`config.mk`:
```
export PLATFORM = sky130hd
export DESIGN_NAME = video_bus_arbiter
export DESIGN_NICKNAME = d
export VERILOG_FILES = /design/src/rtl/video_bus_arbiter.sv
export SDC_FILE = /design/constraint.sdc
export NUM_CORES = 1
export LEC_CHECK = 0
export CAP_MARGIN = 20
export CORE_ASPECT_RATIO = 1.4
export CORE_UTILIZATION = 48
export CTS_BUF_LIST = sky130_fd_sc_hd__clkbuf_16
export DETAILED_ROUTE_END_ITERATION = 7
export MAX_ROUTING_LAYER = met4
export PLACE_DENSITY = 0.84
export SLEW_MARGIN = 30
export SYNTH_ARGS = -nofsm -noshare
export SYNTH_HDL_FRONTEND = slang
export SYNTH_SLANG_ARGS = --single-unit
```
`constraint.sdc`:
```
create_clock -name clk_in -period 3.8 [get_ports clk_in]
set_clock_uncertainty 0.1 [all_clocks]
set_input_delay 0.76 -clock clk_in [delete_from_list [all_inputs] [get_ports clk_in]]
set_output_delay 0.76 -clock clk_in [all_outputs]
set_load 0.03 [all_outputs]
```
`src/rtl/video_bus_arbiter.sv`:
```
// Video-memory port arbiter: shares VRAM/OAM/DMA-source access between DMA, PPU and CPU,
// applies PPU-mode and DMA lockouts, and runs the OAM DMA copy engine behind $FF46.
module video_bus_arbiter #(
   parameter int         DMA_LEN         = 160,
   parameter int         DMA_START_DELAY = 1,
   parameter logic [7:0] OPEN_BUS        = 8'hFF
) (
   input  logic        clk_in,
   input  logic        rst_in,
   input  logic        mclk_in,
   input  logic        lcd_en_in,
   input  logic [1:0]  ppu_mode_in,
   input  logic        cpu_req_in,
   input  logic        cpu_we_in,
   input  logic [15:0] cpu_addr_in,
   input  logic [7:0]  cpu_wdata_in,
   output logic        cpu_gnt_out,
   output logic        cpu_rvalid_out,
   output logic [7:0]  cpu_rdata_out,
   input  logic        ppu_req_in,
   input  logic [15:0] ppu_addr_in,
   output logic        ppu_gnt_out,
   output logic        ppu_rvalid_out,
   output logic [7:0]  ppu_rdata_out,
   output logic        mem_req_out,
   output logic        mem_we_out,
   output logic [15:0] mem_addr_out,
   output logic [7:0]  mem_wdata_out,
   input  logic [7:0]  mem_rdata_in,
   output logic        dma_active_out
);

   typedef enum logic [2:0] {S_IDLE, S_DELAY, S_READ, S_LATCH, S_WRITE, S_WAIT} dma_state_t;
   typedef enum logic [1:0] {TAG_NONE, TAG_CPU, TAG_PPU} rd_tag_t;

   localparam logic [7:0] LAST_IDX  = 8'(DMA_LEN - 1);
   localparam logic [7:0] DLY_LAST  = 8'(DMA_START_DELAY - 1);
   localparam dma_state_t START_ST  = (DMA_START_DELAY == 0) ? S_READ : S_DELAY;

   dma_state_t state_q;
   rd_tag_t    tag_q;
   logic [7:0] idx_q, src_q, byte_q, dly_q, cpu_ldata_q;
   logic       pend_q, dma_active_q, cpu_rvalid_q, ppu_rvalid_q;

   logic       cpu_is_dma_reg, cpu_in_oam, cpu_in_vram, cpu_in_hram;
   logic       cpu_mode_lock, cpu_dma_lock, cpu_local, cpu_mem, cpu_ff46_wr;
   logic       ppu_in_oam, ppu_blocked, ppu_mem, dma_bus;
   logic [7:0] src_eff;

   assign cpu_is_dma_reg = (cpu_addr_in == 16'hFF46);
   assign cpu_in_oam     = (cpu_addr_in >= 16'hFE00) && (cpu_addr_in <= 16'hFE9F);
   assign cpu_in_vram    = (cpu_addr_in[15:13] == 3'b100);
   assign cpu_in_hram    = (cpu_addr_in >= 16'hFF80) && (cpu_addr_in <= 16'hFFFE);
   assign cpu_mode_lock  = lcd_en_in && (((ppu_mode_in == 2'd2) && cpu_in_oam) ||
                                         ((ppu_mode_in == 2'd3) && (cpu_in_oam || cpu_in_vram)));
   assign cpu_dma_lock   = dma_active_q && !cpu_in_hram;
   // Locally answered accesses are granted at once and never touch the memory port.
   assign cpu_local      = cpu_is_dma_reg || cpu_mode_lock || cpu_dma_lock;

   assign ppu_in_oam     = (ppu_addr_in >= 16'hFE00) && (ppu_addr_in <= 16'hFE9F);
   assign ppu_blocked    = dma_active_q && ppu_in_oam;
   assign dma_bus        = (state_q == S_READ) || (state_q == S_WRITE);

   assign ppu_mem        = ppu_req_in && !ppu_blocked && !dma_bus;
   assign ppu_gnt_out    = ppu_req_in && (ppu_blocked || !dma_bus);
   assign cpu_mem        = cpu_req_in && !cpu_local && !dma_bus && !(ppu_req_in && !ppu_blocked);
   assign cpu_gnt_out    = cpu_req_in && (cpu_local || cpu_mem);
   assign cpu_ff46_wr    = cpu_req_in && cpu_is_dma_reg && cpu_we_in;

   // Sources above $DF would hit echo/IO space; fold them down into WRAM.
   assign src_eff        = (src_q > 8'hDF) ? (src_q - 8'h20) : src_q;

   // NOTE: every output of a combinational block gets a default first so no latch is inferred.
   always_comb begin
      mem_req_out   = 1'b0;
      mem_we_out    = 1'b0;
      mem_addr_out  = 16'h0000;
      mem_wdata_out = 8'h00;
      if (dma_bus) begin
         mem_req_out = 1'b1;
         if (state_q == S_WRITE) begin
            mem_we_out    = 1'b1;
            mem_addr_out  = {8'hFE, idx_q};
            mem_wdata_out = byte_q;
         end else begin
            mem_addr_out  = {src_eff, idx_q};
         end
      end else if (ppu_mem) begin
         mem_req_out  = 1'b1;
         mem_addr_out = ppu_addr_in;
      end else if (cpu_mem) begin
         mem_req_out   = 1'b1;
         mem_we_out    = cpu_we_in;
         mem_addr_out  = cpu_addr_in;
         mem_wdata_out = cpu_wdata_in;
      end
   end

   // NOTE: sequential state uses non-blocking assignments only, so every register sees pre-edge values.
   always_ff @(posedge clk_in or posedge rst_in) begin
      if (rst_in) begin
         tag_q        <= TAG_NONE;
         cpu_rvalid_q <= 1'b0;
         ppu_rvalid_q <= 1'b0;
         cpu_ldata_q  <= 8'h00;
      end else begin
         cpu_rvalid_q <= cpu_gnt_out && !cpu_we_in;
         ppu_rvalid_q <= ppu_gnt_out;
         cpu_ldata_q  <= cpu_is_dma_reg ? src_q : OPEN_BUS;
         if (ppu_mem)
            tag_q <= TAG_PPU;
         else if (cpu_mem && !cpu_we_in)
            tag_q <= TAG_CPU;
         else
            tag_q <= TAG_NONE;
      end
   end

   assign cpu_rvalid_out = cpu_rvalid_q;
   assign cpu_rdata_out  = !cpu_rvalid_q ? 8'h00 :
                           (tag_q == TAG_CPU) ? mem_rdata_in : cpu_ldata_q;
   assign ppu_rvalid_out = ppu_rvalid_q;
   assign ppu_rdata_out  = !ppu_rvalid_q ? 8'h00 :
                           (tag_q == TAG_PPU) ? mem_rdata_in : OPEN_BUS;
   assign dma_active_out = dma_active_q;

   always_ff @(posedge clk_in or posedge rst_in) begin
      if (rst_in) begin
         state_q      <= S_IDLE;
         idx_q        <= 8'h00;
         src_q        <= 8'hFF;
         byte_q       <= 8'h00;
         dly_q        <= 8'h00;
         pend_q       <= 1'b0;
         dma_active_q <= 1'b0;
      end else begin
         case (state_q)
            S_DELAY: begin
               if (mclk_in) begin
                  if (dly_q == DLY_LAST) begin
                     dly_q   <= 8'h00;
                     state_q <= S_READ;
                  end else begin
                     dly_q <= dly_q + 8'h01;
                  end
               end
            end
            S_READ: begin
               state_q <= S_LATCH;
               if (mclk_in) pend_q <= 1'b1;
            end
            S_LATCH: begin
               byte_q  <= mem_rdata_in;
               state_q <= S_WRITE;
               if (mclk_in) pend_q <= 1'b1;
            end
            S_WRITE: begin
               if (idx_q == LAST_IDX) begin
                  state_q      <= S_IDLE;
                  dma_active_q <= 1'b0;
                  pend_q       <= 1'b0;
               end else begin
                  idx_q   <= idx_q + 8'h01;
                  state_q <= S_WAIT;
                  if (mclk_in) pend_q <= 1'b1;
               end
            end
            S_WAIT: begin
               if (mclk_in || pend_q) begin
                  pend_q  <= 1'b0;
                  state_q <= S_READ;
               end
            end
            default: ;
         endcase
         // A $FF46 write overrides whatever the FSM chose; a D_WRITE on the bus this cycle still lands.
         if (cpu_ff46_wr) begin
            src_q        <= cpu_wdata_in;
            idx_q        <= 8'h00;
            dly_q        <= 8'h00;
            pend_q       <= 1'b0;
            state_q      <= START_ST;
            dma_active_q <= 1'b1;
         end
      end
   end

endmodule

```
== After elaboration in Yosys (flattened, before gate mapping) ==
Index checks and enable logic that the tools add are counted.

* Flip-flop bits (word level): 49
* Logic and storage cells: 127
* Bits of input ports: 57
* Output and inout bits: 47

* Reductions and logical operators: 46
* Multiplexer cells: 44
* Add/subtract/negate cells: 3
* Equality and inequality tests: 16
* Magnitude comparators: 7

{| class="wikitable"
|+ Operator list
! operator !! number
|-
| 2-to-1 mux 8 bit || 17
|-
| 2-to-1 mux 16 bit || 4
|-
| greater-or-equal comparator 16 bit (second input constant) || 3
|-
| <= comparator 16 bit (second input constant) || 3
|-
| logical AND 1 bit || 19
|-
| adder 8 x 1 -> 8 bit (second input constant) || 2
|-
| == test 16 bit (second input constant) || 1
|-
| 2-to-1 mux 1 bit || 15
|-
| 2-to-1 mux 3 bit || 5
|-
| one-hot mux 3 bit (5 select lines) || 1
|-
| == test 3 bit (second input constant) || 3
|-
| != test 3 bit (second input constant) || 3
|-
| == test 8 bit (second input constant) || 1
|-
| greater-than comparator 8 bit (second input constant) || 1
|-
| zero test 8 bit || 1
|-
| logical OR 1 bit || 8
|-
| AND reduction 2 bit || 4
|-
| nonzero test 2 bit || 4
|-
| subtractor 8 x 6 -> 8 bit (second input constant) || 1
|-
| == test 2 bit (second input constant) || 3
|-
| == test 3 x 2 -> 1 bit (second input constant) || 2
|-
| zero test 1 bit || 6
|-
| nonzero test 6 bit || 1
|-
| AND reduction 4 bit || 1
|-
| other kinds (7) || 7
|}

== Longest topological paths before layout ==
* Depth after elaboration: 15
* Mapped depth: 7

== Worst setup path before layout ==
No wires, ideal clock.

* Kind: input to output
* Start point: input port ppu_addr_in[8]
* End point: output port mem_addr_out[10]
* Arrival time: 2408 ps
* Stages: 5
* Path slack: 532 ps
* Cell sequence: nand4b_1 or2_0 o31ai_1 o2111ai_1 o22ai_1

* Longest elaborated chain between the ends: 10
* Elaborated cells between the ends (all ways): 12
* Those cells by class: order compare (2); mux (3); reduce/logical (7)

{| class="wikitable"
|+ RTL lines
! element !! RTL line !! source
|-
| from (decl) || 21 || <nowiki>input logic [15:0] ppu_addr_in,</nowiki>
|-
| greater-or-equal comparator 16 bit / <= comparator 16 bit (equally long branches) || 60 || <nowiki>assign ppu_in_oam = (ppu_addr_in >= 16'hFE00) && (ppu_addr_in <= 16'hFE9F);</nowiki>
|-
| logical AND 1 bit * || 60 ||
|-
| logical AND 1 bit * || 61 || <nowiki>assign ppu_blocked = dma_active_q && ppu_in_oam;</nowiki>
|-
| zero test 1 bit * || 64, 66 ||
|-
| logical AND 1 bit * || 64, 66 ||
|-
| zero test 1 bit || 66 || <nowiki>assign cpu_mem = cpu_req_in && !cpu_local && !dma_bus && !(ppu_req_in && !ppu_blocked);</nowiki>
|-
| logical AND 1 bit || 66 ||
|-
| 2-to-1 mux 16 bit || 91 || <nowiki>end else if (cpu_mem) begin</nowiki>
|-
| 2-to-1 mux 16 bit * || 88 || <nowiki>end else if (ppu_mem) begin</nowiki>
|-
| 2-to-1 mux 16 bit * || 79 || <nowiki>if (dma_bus) begin</nowiki>
|-
| to (decl) || 27 || <nowiki>output logic [15:0] mem_addr_out,</nowiki>
|}

Mark *: on every way between the ends. The rest lies on a longest branch, timed or not.

== Final worst setup path ==
* Start point: input port cpu_addr_in[15]
* End point: output port mem_addr_out[9]

* Longest elaborated chain between the ends: 15
* Elaborated cells between the ends (all ways): 24
* Those cells by class: order compare (4); eq/ne (2); mux (3); reduce/logical (15)

{| class="wikitable"
|+ RTL lines
! element !! RTL line !! source
|-
| from (decl) || 15 || <nowiki>input logic [15:0] cpu_addr_in,</nowiki>
|-
| greater-or-equal comparator 16 bit / <= comparator 16 bit (equally long branches) || 51 || <nowiki>assign cpu_in_oam = (cpu_addr_in >= 16'hFE00) && (cpu_addr_in <= 16'hFE9F);</nowiki>
|-
| logical AND 1 bit || 51 ||
|-
| logical OR 1 bit || 55 || <nowiki>((ppu_mode_in == 2'd3) && (cpu_in_oam || cpu_in_vram)));</nowiki>
|-
| logical AND 1 bit || 55 ||
|-
| logical OR 1 bit || 54 || <nowiki>assign cpu_mode_lock = lcd_en_in && (((ppu_mode_in == 2'd2) && cpu_in_oam) ||</nowiki>
|-
| logical AND 1 bit || 54 ||
|-
| logical OR 1 bit || 58 || <nowiki>assign cpu_local = cpu_is_dma_reg || cpu_mode_lock || cpu_dma_lock;</nowiki>
|-
| logical OR 1 bit * || 58 ||
|-
| zero test 1 bit * || 66 ||
|-
| logical AND 1 bit * (3 in a row) || 66 ||
|-
| 2-to-1 mux 16 bit * || 91 ||
|-
| 2-to-1 mux 16 bit * || 88 ||
|-
| 2-to-1 mux 16 bit * || 79 ||
|}

Marks and branches as above.

==> flow_summary.yaml <==
yosys:
  synth.net_count: 384
  synth_area_leaders: "sky130_fd_sc_hd__dfrtp_1 33%, sky130_fd_sc_hd__dfstp_2 6.8%, sky130_fd_sc_hd__mux2_2 5.1%, sky130_fd_sc_hd__nor2_1 4.0%, sky130_fd_sc_hd__mux2i_1 3.3%"
  mappedNetlistArea_mm2: 0.00307
  postSynthCellCount: 323
  yosys_warnings: 0
  post-synth-top-area-fraction: 0.334
  synth.yosys.seq_area_share: 0.403
  synthesized_flop_and_latch_total: 49
  postSynth.topFlopCell: "sky130_fd_sc_hd__dfrtp_1"
  syn-mean-instance-area_um2: 9.51
  yosys.area.top_type: "sky130_fd_sc_hd__dfrtp_1"
  synth_async_sr_flop_share: 1.00
  ys_types: 61
  synth_edf_count: 0
worst_setup_path:
  worst-path-buf-inv: 2
  worst-r2r-setup-slack_ns: 1.63
  timing.critical_path.slowest_cell_delay_ns: 0.51
  crit_chain: "clkdlybuf4s50_1 -> nand4_1 -> or2_1 -> o31a_1 -> or3b_4 -> o22ai_1 -> buf_4"
  arrival_time_at_the_worst_endpoint_ns: 2.86
  critPathLaunchType: "input pin"
  critical_path.slowest_cell: "sky130_fd_sc_hd__clkdlybuf4s50_1"
  critical_path.top_delay_family: "simple AND/OR/NAND/NOR gates"
  timing.critical_path.to_type: "primary output"
  worst-path-max-fanout: 7
  required_ns: 2.94
  worst_r2r_startpoint: "idx_q[1]"
  critical_path_class: "in2out"
  worst_setup_path_startpoint: "cpu_addr_in[15]"
floorplanning:
  coreArea_mm2: 0.00621
  die_area_mm2: 0.00673
  die_h_um: 96.6
  std_cell_rows: 34
  io_pins: 104
  die_extent_in_x_um: 69.6
  starting_density: 0.494
timing:
  grt_setup_unrepaired: "no"
  fmaxAchievable_ghz: 0.269
  timing_worst_slew_pin_value_ns: 0.892
  setup_viol: 0
  final_worst_path_cycle_share: 0.980
  finalCriticalPeriod_ns: 3.72
  hold_slack_ns: 0.407
  relSlewSlack: 0.399
  fin_tns_setup_ns: 0
  slew_viol_final: 0
  hold_viol_final: 0
clocking:
  tritoncts: "built"
  cts-root-to-sink-buffers: 2
  htreeDepth: 2
  cts_sinks: 49
  cts_root_buf: "sky130_fd_sc_hd__clkbuf_16"
  clk_pin_slew_ns: 0.07
  clock_latency_ns: 0.29
  cts_buffers: 5
global_routing:
  grt_first_pass_wirelength_mm: 15.4
  globalRouteTotalUtil: 0.297
  grt-ovfl-total: 0
  grt_max_degree: 50
  grt_pass1_vias: 3166
  antenna_found_initial: 0
routing:
  initialDrtViolationCount: 230
  drt_drc_violations_left: 0
  detailedRoute.firstPassIterationCount: 4
  wire_length_per_cell_after_detailed_routing_um: 18.7
  wirelength_mm: 9.46
  vias_per_cell: 6.06
  detail-route-antenna-nets: 0
  vias: 3073
final_layout:
  final_common_cell: "sky130_fd_sc_hd__clkdlybuf4s50_1"
  final_cell_mix: "75 x sky130_fd_sc_hd__clkdlybuf4s50_1, 42 x sky130_fd_sc_hd__buf_4, 41 x sky130_fd_sc_hd__dfrtp_1, 33 x sky130_fd_sc_hd__nor2_1, 18 x sky130_fd_sc_hd__nand2_1"
  multi_input_area_mm2: 0.00175
  final-seq-area_mm2: 0.00124
  final_core_util: 0.703
  area_growth_pct: 42.3
  fraction_of_layout_instances_using_a_drive_strength_above_1: 0.200
  antenna-diode-count: 0
  fillerInstances: 492
  fin_nets: 495
place:
  globalplace.congestion: 0.966
  io_buffer_count: 103
  place_hpwl_mm: 7.15
status:
  outcome: "finished, final reports clean"
worst_hold_path:
  timing.hold.worst.class: "reg2reg"
  hold_start: "byte_q[6]"
power:
  power_density_mw_per_mm2: 594
  static-leakage-power_nw: 1.92
  vdd_drop_max_mv: 0.294
flow_run:
  maxCapViolCount: 0
[logic make-up (layout without fill, tap and decap cells)]
group,after synthesis,count (layout),share of synthesized area
AND/OR/NAND/NOR,132,132,0.233
AO/OA/AOI/OAI,78,78,0.196
flip-flops,49,49,0.403
adder cells (fa/ha/maj),4,4,0.0163
XOR/XNOR,11,11,0.0314
multiplexers,24,24,0.0839
buffers and inverters,25,137,0.0367
[through the flow]
stage	cells	setup slack [ns]	instance area [µm²]	power [mW]
after floorplan	323	0.532	3070	1.62
after detailed placement	498	-0.0200	4180	2.15
after global routing	507	0.000672	4370	2.74
final	507	0.0778	4370	2.60
after CTS	506	0.000234	4330	2.60
after global placement	498	-0.00382	4180	2.12
[layout make-up]
class | instances | area share
Clock buffer | 5 | 0.0286
Sequential cell | 49 | 0.283
Clock inverter | 3 | 0.00487
Tap cell | 72 | 0.0206
Timing Repair Buffer | 120 | 0.254
Multi-Input combinational cell | 249 | 0.401
Inverter | 9 | 0.00831
[sequential cells by signal, summed over array words and instances, names as in the netlist]
register        cells
byte_q              8
cpu_ldata_q         8
dly_q               8
idx_q               8
src_q               8
state_q             3
tag_q               2
cpu_rvalid_out      1
dma_active_out      1
pend_q              1
ppu_rvalid_out      1
[power by group]
| part | leakage [nW] | switching, mW | total [mW] | internal (mW) |
|---|---|---|---|---|
| clock network | 0.0718 | 0.194 | 0.439 | 0.245 |
| registers | 0.569 | 0.129 | 0.751 | 0.622 |
| logic | 1.28 | 0.799 | 1.41 | 0.606 |
[worst paths after layout]
kind	cells past startpoint	end
worst max-delay path	7	mem_addr_out[9]
worst min-delay path	1	byte_q[6]
worst max register to register	6	state_q[0]
worst min register to register	1	byte_q[6]
max in group asynchronous	2	idx_q[2]
min in group asynchronous	2	byte_q[5]
[Yosys cell counts, types with 7 or more instances]
library cell / number
sky130_fd_sc_hd__o21a_1: 11
sky130_fd_sc_hd__nand4_1: 7
sky130_fd_sc_hd__a22o_1: 8
sky130_fd_sc_hd__inv_1: 9
sky130_fd_sc_hd__dfrtp_1: 41
sky130_fd_sc_hd__and3_1: 11
sky130_fd_sc_hd__mux2i_1: 10
sky130_fd_sc_hd__dfstp_2: 8
sky130_fd_sc_hd__clkbuf_1: 8
sky130_fd_sc_hd__nor3_1: 8
sky130_fd_sc_hd__mux2_2: 14
sky130_fd_sc_hd__nand3_1: 14
sky130_fd_sc_hd__a21oi_1: 13
sky130_fd_sc_hd__nor2b_1: 13
sky130_fd_sc_hd__a221o_1: 8
sky130_fd_sc_hd__nand2_1: 18
sky130_fd_sc_hd__nand2b_1: 10
sky130_fd_sc_hd__nor2_1: 33
[metal layers]
| metal | vias to the layer above | GRT usage | share of wire |
|---|---|---|---|
| li1 | 1412 | - | - |
| met1 | 1491 | 0.316 | 0.38 |
| met2 | 134 | 0.512 | 0.52 |
| met3 | 36 | 0.0427 | 0.049 |
| met4 | 0 | 0.184 | 0.050 |
| met5 | - | - | 0 |
[worst reg2reg max path, stage by stage, from the launching register on]
cell	delay, ns
sky130_fd_sc_hd__dfrtp_1	0.41
sky130_fd_sc_hd__ha_1	0.26
sky130_fd_sc_hd__nand3_1	0.14
sky130_fd_sc_hd__o41ai_2	0.73
sky130_fd_sc_hd__nand2_1	0.14
sky130_fd_sc_hd__mux2i_1	0.19
sky130_fd_sc_hd__nand2_1	0.08
[repair_timing]
item	CTS	global route
endpoints found under the setup margin	1	22
hold buffers	0	0
setup buffers	0	1
resized for setup	1	8
pin swaps	0	1
(Power assumes the default switching activity.)
==> RTL edit (same settings) <==
Register the input `ppu_mode_in` before use, without a reset. The logic sees it one clock later. The other inputs are not delayed to match.
--- a/src/rtl/video_bus_arbiter.sv
+++ b/src/rtl/video_bus_arbiter.sv
@@ -37,6 +37,12 @@
    localparam logic [7:0] DLY_LAST  = 8'(DMA_START_DELAY - 1);
    localparam dma_state_t START_ST  = (DMA_START_DELAY == 0) ? S_READ : S_DELAY;
 
+   logic [1:0] ppu_mode_q;
+
+   always_ff @(posedge clk_in) begin
+      ppu_mode_q <= ppu_mode_in;
+   end
+
    dma_state_t state_q;
    rd_tag_t    tag_q;
    logic [7:0] idx_q, src_q, byte_q, dly_q, cpu_ldata_q;
@@ -51,8 +57,8 @@
    assign cpu_in_oam     = (cpu_addr_in >= 16'hFE00) && (cpu_addr_in <= 16'hFE9F);
    assign cpu_in_vram    = (cpu_addr_in[15:13] == 3'b100);
    assign cpu_in_hram    = (cpu_addr_in >= 16'hFF80) && (cpu_addr_in <= 16'hFFFE);
-   assign cpu_mode_lock  = lcd_en_in && (((ppu_mode_in == 2'd2) && cpu_in_oam) ||
-                                         ((ppu_mode_in == 2'd3) && (cpu_in_oam || cpu_in_vram)));
+   assign cpu_mode_lock  = lcd_en_in && (((ppu_mode_q == 2'd2) && cpu_in_oam) ||
+                                         ((ppu_mode_q == 2'd3) && (cpu_in_oam || cpu_in_vram)));
    assign cpu_dma_lock   = dma_active_q && !cpu_in_hram;
    // Locally answered accesses are granted at once and never touch the memory port.
    assign cpu_local      = cpu_is_dma_reg || cpu_mode_lock || cpu_dma_lock;
Check against the original RTL: not equivalent (a bounded check fails within 4 cycles, from zero or initial values and one cycle with rst_in high).
==> RTL edit against the unedited design <==
- routed wire length grew 5.0%
- setup slack better by 29 ps
- final cell count rose by 6.7%
- worst hold slack improved by 3.8 ps
- fmax grew 0.79%
- final area up 1.9%
- total power decreased by 8.1%
- sequential share of layout area is 0.36 points higher
- die area rose by 5.3%
- sequential cell count grew 2
- via count grew 5.3%
- synthesized area is 5.5% higher
- count of clock-buffer cells in the layout unchanged
==> RTL edit: results (changes against the unedited design) <==
The run finished with clean final reports. Share of async-settable or async-resettable flops after synthesis: 96.1% (was 100%). For the met2 usage in global routing, the log shows 52.3% (was 51.2%). The wire length on met3 came out at 687 um (was 465 um). The post-route non-filler standard cell count was 541 (was 507).

The met1 routing resource usage after global routing was 32.9% (was 31.6%); the data arrival time at the worst-slack endpoint was 2830 ps (was 2860 ps). The global routing usage on met3 came out at 5.98% (was 4.27%). The multiplexer area fraction after synthesis was 8.04% (was 8.39%). Share of synthesized cell area in full adder, half adder and majority cells: 1.55% (was 1.63%). End of the worst hold path: byte_q[7] (was byte_q[6]).

The post-synthesis net count is 422 (was 384), and the worst reg-to-reg path cell count is 7 (was 6). The sequential area share after synthesis is 39.4% (was 40.3%), and the fraction of synthesized cell area in xor and xnor cells is 2.43% (was 3.14%). The post-synthesis average cell area came out at 8.97 sq um (was 9.51 sq um).

The wire length after detailed routing is 9940 um (was 9460 um). The logs give 3830 um (was 3580 um) for the wire length on met1 and 16100 um (was 15400 um) for the first-pass GRT wire length. The tools report the minimum setup slack after placement as 145 ps (was -20.0 ps). The tools report the slack of the worst reg-to-reg path as 1330 ps (was 1630 ps).

Most frequent cells after synthesis: 41 x dfrtp_1, 41 x nand2_1, 26 x a21oi_1, 26 x nor2_1, 21 x nand3_1 (was 41 x dfrtp_1, 33 x nor2_1, 18 x nand2_1). Slew at the pin closest to its max-slew limit: 593 ps (was 892 ps). The synthesized-area fraction occupied by ao, oa, aoi and oai cells works out to 17.9% (was 19.6%). The cell family with the largest share of critical-path delay is buffers and inverters (was simple AND/OR/NAND/NOR gates). The tools report the start point of the worst hold path as byte_q[7] (was byte_q[6]).
==> RTL edit: final cells by class <==
| cell class | instances | area (sq um) |
|---|---|---|
| multi-input cells | 284 | 1830 |
| fillers | 549 | 2120 |
| inverters | 9 | 36.3 |
| clock inverters | 3 | 28.8 |
| flip-flops and latches | 51 | 1280 |
| repair buffers | 115 | 1060 |
| well taps | 74 | 92.6 |
| clock buffers | 5 | 125 |
==> RTL edit: power breakdown <==
group	leakage [uW]	internal, uW	switching, uW
Sequential	0.000586	632	109
Combinational	0.00124	491	689
Clock	0.0000759	251	213
Total	0.00190	1370	1010
==> RTL edit: how the worst max path moves through the flow <==
stage / cells past startpoint / to
global route: 8 / mem_wdata_out[1]
floorplan: 6 / mem_addr_out[13]
global placement: 8 / mem_addr_out[15]
detailed placement: 7 / mem_req_out
finish: 8 / mem_wdata_out[1]
CTS: 8 / mem_wdata_out[1]
==> RTL edit: timing repair <==
item,4_1_cts,5_1_grt
resized for setup,0,1
buffers inserted,0,0
endpoints found under the setup margin,0,1
